==> src/rtl/cake_spawn_sequencer.sv <==
// cake_spawn_sequencer
// Decides when a new cake spawns in CakeRain, either from a periodic spawn
// timer or from an explicit request. Each spawn reads the next random byte
// from rand_num_rom, scales it to a 10-bit screen x coordinate, and offers
// that coordinate to the cake-slot allocator over a valid/ready handshake.
//
// Ports:
//   clk          system clock, rising edge
//   reset        synchronous, active-high
//   enable       game running; gates the spawn timer and new triggers
//   spawn_req    single-cycle explicit spawn request
//   rom_address  address to rand_num_rom (always the walk pointer)
//   rom_data     registered rand_num_rom output, 1-cycle read latency
//   spawn_valid  spawn_x is valid
//   spawn_x      spawn x coordinate = rom_data*4 + X_OFFSET
//   spawn_ready  allocator accepts spawn_x
//   spawn_count  number of accepted spawns (wraps)
module cake_spawn_sequencer #(
  parameter int ROM_LAST     = 144,
  parameter int SKIP_ADDR    = 111,
  parameter int SPAWN_PERIOD = 50000000,
  parameter int X_OFFSET     = 16
) (
  input  logic        clk,
  input  logic        reset,
  input  logic        enable,
  input  logic        spawn_req,
  output logic [7:0]  rom_address,
  input  logic [7:0]  rom_data,
  output logic        spawn_valid,
  output logic [9:0]  spawn_x,
  input  logic        spawn_ready,
  output logic [15:0] spawn_count
);

  localparam int TW = $clog2(SPAWN_PERIOD);

  typedef enum logic [1:0] {IDLE, FETCH, CAPTURE, PRESENT} state_t;

  state_t        state;
  logic [TW-1:0] timer;
  logic [7:0]    ptr;
  logic [7:0]    ptr_inc;
  logic [7:0]    ptr_next;
  logic          pending;
  logic          tick;
  logic          trigger;

  assign tick        = enable && (timer == TW'(SPAWN_PERIOD - 1));
  // A request and a tick in the same cycle collapse into one trigger.
  assign trigger     = enable && (spawn_req || tick);
  assign rom_address = ptr;

  // Pointer walk: wrap after the last populated address, hop over the hole.
  always_comb begin
    ptr_inc  = (ptr == 8'(ROM_LAST)) ? 8'd0 : ptr + 8'd1;
    ptr_next = (ptr_inc == 8'(SKIP_ADDR)) ? 8'(SKIP_ADDR + 1) : ptr_inc;
  end

  always_ff @(posedge clk) begin
    if (reset || !enable || tick) timer <= '0;
    else                          timer <= timer + TW'(1);
  end

  always_ff @(posedge clk) begin
    if (reset) begin
      state       <= IDLE;
      ptr         <= 8'd0;
      pending     <= 1'b0;
      spawn_valid <= 1'b0;
      spawn_x     <= 10'd0;
      spawn_count <= 16'd0;
    end else begin
      // Triggers arriving mid-transaction are remembered once; more are lost.
      if (!enable)                        pending <= 1'b0;
      else if (state != IDLE && trigger)  pending <= 1'b1;

      case (state)
        IDLE: begin
          if (trigger || (pending && enable)) begin
            state   <= FETCH;
            pending <= 1'b0;
          end
        end
        // ROM registers rom_address at the end of this cycle.
        FETCH: state <= CAPTURE;
        CAPTURE: begin
          spawn_x     <= {rom_data, 2'b00} + 10'(X_OFFSET);
          spawn_valid <= 1'b1;
          ptr         <= ptr_next;
          state       <= PRESENT;
        end
        PRESENT: begin
          if (spawn_ready) begin
            spawn_valid <= 1'b0;
            spawn_count <= spawn_count + 16'd1;
            state       <= IDLE;
          end
        end
        default: state <= IDLE;
      endcase
    end
  end

endmodule

==> config.mk <==
export PLATFORM = sky130hd
export DESIGN_NAME = cake_spawn_sequencer
export DESIGN_NICKNAME = d
export VERILOG_FILES = /design/src/rtl/cake_spawn_sequencer.sv
export SDC_FILE = /design/constraint.sdc
export NUM_CORES = 1
export LEC_CHECK = 0
export CAP_MARGIN = 5
export CORE_ASPECT_RATIO = 1.25
export CORE_MARGIN = 1
export CORE_UTILIZATION = 58
export CTS_CLUSTER_SIZE = 28
export DETAILED_ROUTE_END_ITERATION = 10
export HOLD_SLACK_MARGIN = 0.08
export MAX_ROUTING_LAYER = met4
export PLACE_DENSITY = 0.86
export SYNTH_ARGS = -nofsm -noshare
export SYNTH_HDL_FRONTEND = slang
export SYNTH_SLANG_ARGS = --single-unit
==> constraint.sdc <==
create_clock -name clk -period 2.6 [get_ports clk]
set_input_delay 0.26 -clock clk [delete_from_list [all_inputs] [get_ports clk]]
set_output_delay 0.26 -clock clk [all_outputs]
set_load 0.01 [all_outputs]
-- Word-level counts from Yosys, hierarchy flattened
Cells that the tools add are included.
- $add $sub $neg: 4
- equality and inequality tests: 8
- mux-type cells: 11
- reductions and logical operators: 15
- operators by type and width (kind ; number):
    26-bit by 1-bit adder with 26-bit output (second input constant) ; 1
    26-bit equality test (second input constant) ; 1
    16-bit by 1-bit adder with 16-bit output (second input constant) ; 1
    8-bit 2-to-1 mux ; 2
    10-bit by 5-bit adder with 10-bit output (second input constant) ; 1
    8-bit by 1-bit adder with 8-bit output (second input constant) ; 1
    8-bit by 7-bit equality test with 1-bit output (second input constant) ; 1
    8-bit equality test (second input constant) ; 1
    2-bit case mux with 4 select lines ; 1
    2-bit AND reduction ; 3
    1-bit 2-to-1 mux ; 5
    2-bit equality test (second input constant) ; 2
    1-bit logical AND ; 4
    1-bit logical OR ; 4
    2-bit 2-to-1 mux ; 2
    2-bit inequality test (second input constant) ; 2
    2-bit nonzero test ; 2
    2-bit by 1-bit equality test with 1-bit output (second input constant) ; 1
    2-bit zero test ; 1
    1-bit case mux with 2 select lines ; 1
    1-bit zero test ; 1
- register bits: 64
- input bits: 13
- output and inout port bits: 35
- logic and storage cells: 45

-- Longest topological paths before layout
- word-level depth: 9
- mapped depth: 8
- depth with buffers taken out: 7

-- Worst setup path before layout
Ideal clock, no wire load.
- path type: flip-flop to flip-flop
- from: register ptr[1] (netlist: rom_address[1])
- to: register ptr[4] (netlist: rom_address[4])
- data arrival time: 1.808 ns
- data required time: 2.526 ns
- path slack: 0.718 ns
- cell stages (with the launch flop): 7
- path buffers: 0
- clock period less this slack: 1.882 ns
- cells stage by stage: dfxtp_1 -> ha_1 -> or2b_1 -> o21ai_1 -> a31oi_1 -> or3_1 -> a31oi_1
- longest elaborated chain between the ends: 4
- elaborated cells between the ends (all ways): 5
- RTL lines (what ; line ; source):
    start, declared ; 42 ; logic [7:0] ptr;
    start signal, assigned ; 90 ; ptr <= ptr_next;
    8-bit by 1-bit adder with 8-bit output or 8-bit equality test (tied branches) ; 56 ; ptr_inc = (ptr == 8'(ROM_LAST)) ? 8'd0 : ptr + 8'd1;
    8-bit 2-to-1 mux (*) ; 56 ;
    8-bit by 7-bit equality test with 1-bit output ; 57 ; ptr_next = (ptr_inc == 8'(SKIP_ADDR)) ? 8'(SKIP_ADDR + 1) : ptr_inc;
    8-bit 2-to-1 mux (*) ; 57 ;
Every way passes the cells marked *; elsewhere a longest branch is shown, timed or not.
A chain may end at the register's enable or synchronous reset.

-- Worst setup path after layout
Same ends and word-level chain as after synthesis.

==> metrics.yaml <==
grt_max_degree: 37
numCtsBuffers: 9
grt_usage_pct: 25.4
row_count: 29
syn_inst: 358
htree_levels: 3
placed_area_um2: 3540
switching_share_pct: 28.4
fmax_mhz: 481
start_kind: "flop"
post-place-ws_ns: 0.531
finalSetupTns_ns: 0
hold_start: "spawn_x[9]"
status: "finished, final reports clean"
grt-ovfl-total: 0
portBuffers: 45
syn_area_per_cell_um2: 8.52
ys_seq_elements: 62
fin_crit_ns: 2.08
postCtsSetupBuffers: 0
slowest_delay_ns: 0.49
vias: 2607
seqPwrFrac_pct: 45.6
crit_family: "simple AND/OR/NAND/NOR gates"
maxCapViolCount: 0
fp.coreArea_um2: 5080
rrSetupSlack_ns: 0.52
initial_core_util_pct: 60.1
crit_type: "flop to flop"
die_h_um: 83.1
cts_tree: "yes"
area_growth_pct: 22.3
cts_hold_buf: 0
fin_ws_ns: 0.523
clk_pin_slew_ns: 0.06
routed_wl_um: 6300
cp_cell_sequence: "ha_1, or2b_1, o21ai_1, a31oi_1, or3_1, a31oi_1"
yosysSeqAreaShare_pct: 40.7
instances_no_fill: 471
worst-path-buf-inv: 0
ys.flop_type: "dfxtp_1"
crit_fanout: 9
dieArea_um2: 5560
crit_path_start: "rom_address[1]"
routedWlPerCell_um: 13.4
vdd.ir_drop.worst_mv: 0.430
vias_per_cell: 5.54
pwr_density_cell_nw_per_um2: 649
synth-edff-count: 0
r2r-start: "rom_address[1]"
grt_pass1_vias: 2417
cpMostUsedCell: "a31oi_1"
root_buffer: "clkbuf_8"
final_area_um2: 3730
drt-initial-drc-count: 176
clockBufferDepth: 2
fin_skew_ns: 0.0106
cts_resized: 0
drtPass1Iterations: 4
syn_area_um2: 3050
synth_cell_type_count: 49
maxSlewViolCount: 0
fin_crit_sh_pct: 79.9
dp_hpwl_um: 4550
p_clk_share_pct: 34.4
power.internal_mw: 1.73
cts.sinks: 62
antenna_left: 0
fillCellCount: 392
setup_violations: 0
pwr-share-comb_pct: 20.0
ys_warn_count: 0
antenna_cells: 0
fin_nets: 428
drive_gt1_share_pct: 7.82
crit_required_ns: 2.87
synth-async-reset-ratio_pct: 0
finalHoldViolations: 0
power_mw: 2.42
antenna_found_initial: 0
drc: 0
fin_util_pct: 73.5
holdWs_ns: 0.484
crit_path_top_delay_cell: "dfxtp_1"
min_path_type: "flop to flop"
gp_congestion: 0.870
critical_path_arrival_ns: 2.34
io_pins: 48
grt_pass1_wl_um: 10400
p_leak_nw: 1.19
place_inst: 456
rsz0062_at_grt: "false"
insertion_delay_ns: 0.34
die_w_um: 66.9
endpoint_kind: "flop"
switchingPower_mw: 0.689
## final timing paths
| check | cells after the start | to |
|---|---|---|
| setup / recovery | 6 | rom_address[4] |
| hold / removal | 2 | spawn_x[9] |
| setup reg to reg | 6 | rom_address[4] |
| hold reg to reg | 2 | spawn_x[9] |
## cell type report
type,instances,area (um^2),area share (%)
flip-flops and latches,62,1240,33.2
inverters,13,48.8,1.31
multi-input cells,271,1700,45.4
well taps,62,77.6,2.08
clock inverters,5,58.8,1.58
repair buffers,48,473,12.7
clock buffers,10,138,3.69
## sequential cells by signal, summed over array words and instances (netlist names)
register and flops:
spawn_count 16, spawn_x 8, timer 26, spawn_valid 1, pending 1, state 2
rom_address 8
## routing by layer
layer  wire length [um]  track usage [%]  vias up
li1                   -                -     1319
met1               2700             27.8     1209
met2               3250             41.9       69
met3                237             6.73       10
met4                119             11.8        0
met5                  0                -        -
## power by group through the flow
stage	Combinational, mW	Sequential, mW	Clock, mW
after floorplan	0.282	1.13	0
after global placement	0.474	1.12	0
after detailed placement	0.487	1.13	0
after CTS	0.489	1.10	0.853
after global routing	0.540	1.12	0.893
final	0.484	1.10	0.833
## layout by cell type, fill, tap and decap left out, drive strengths merged, types with 2 or more instances in the layout
cell           instances
or3                   10
conb                   2
o31ai                  2
inv                   14
a31oi                  3
a21oi                 13
nand2                 31
a211oi                 5
nand3                 18
nand4                  7
mux2i                  5
clkinvlp               2
buf                    3
nor3                  20
clkdlybuf4s50         45
nor2b                  2
and4                   4
ha                    10
nor2                  58
o21ai                 13
xnor2                 28
clkbuf                10
dfxtp                 62
xor2                  11
nor4                   9
nand2b                 6
## cell families (layout without fill, tap and decap cells)
family | after synthesis | in the layout | synth area share (%)
xor+xnor | 39 | 39 | 11.2
mux | 5 | 5 | 1.64
flops | 62 | 62 | 40.7
simple gates | 173 | 173 | 29.4
other cells | 1 | 2 | 0.123
compound gates | 42 | 42 | 8.98
buf+inv | 26 | 76 | 3.85
fa+ha+maj | 10 | 10 | 4.10
## cells in the mapped netlist, types with 4 or more instances
library cell / count / area [um^2]
nand2b_1: 5 / 31.3
nand2_1: 29 / 109
buf_4: 5 / 37.5
nor4_2: 4 / 50.1
xnor2_1: 28 / 245
a21oi_1: 13 / 65.1
nor3_1: 20 / 100
or3_1: 10 / 62.6
dfxtp_1: 62 / 1240
ha_1: 10 / 125
mux2i_1: 5 / 50.1
o21ai_0: 11 / 55.1
nor2_1: 58 / 218
clkbuf_1: 4 / 15.0
xor2_1: 11 / 96.3
nand3_1: 17 / 85.1
a211oi_1: 5 / 37.5
nand4_1: 5 / 31.3
nor4_1: 5 / 31.3
inv_1: 13 / 48.8
## tightest hold or removal path, stage by stage, from the launching register on
cell and delay, ns:
dfxtp_1 0.31, nor2_1 0.08, a211oi_1 0.05
(Power assumes the default switching activity.)
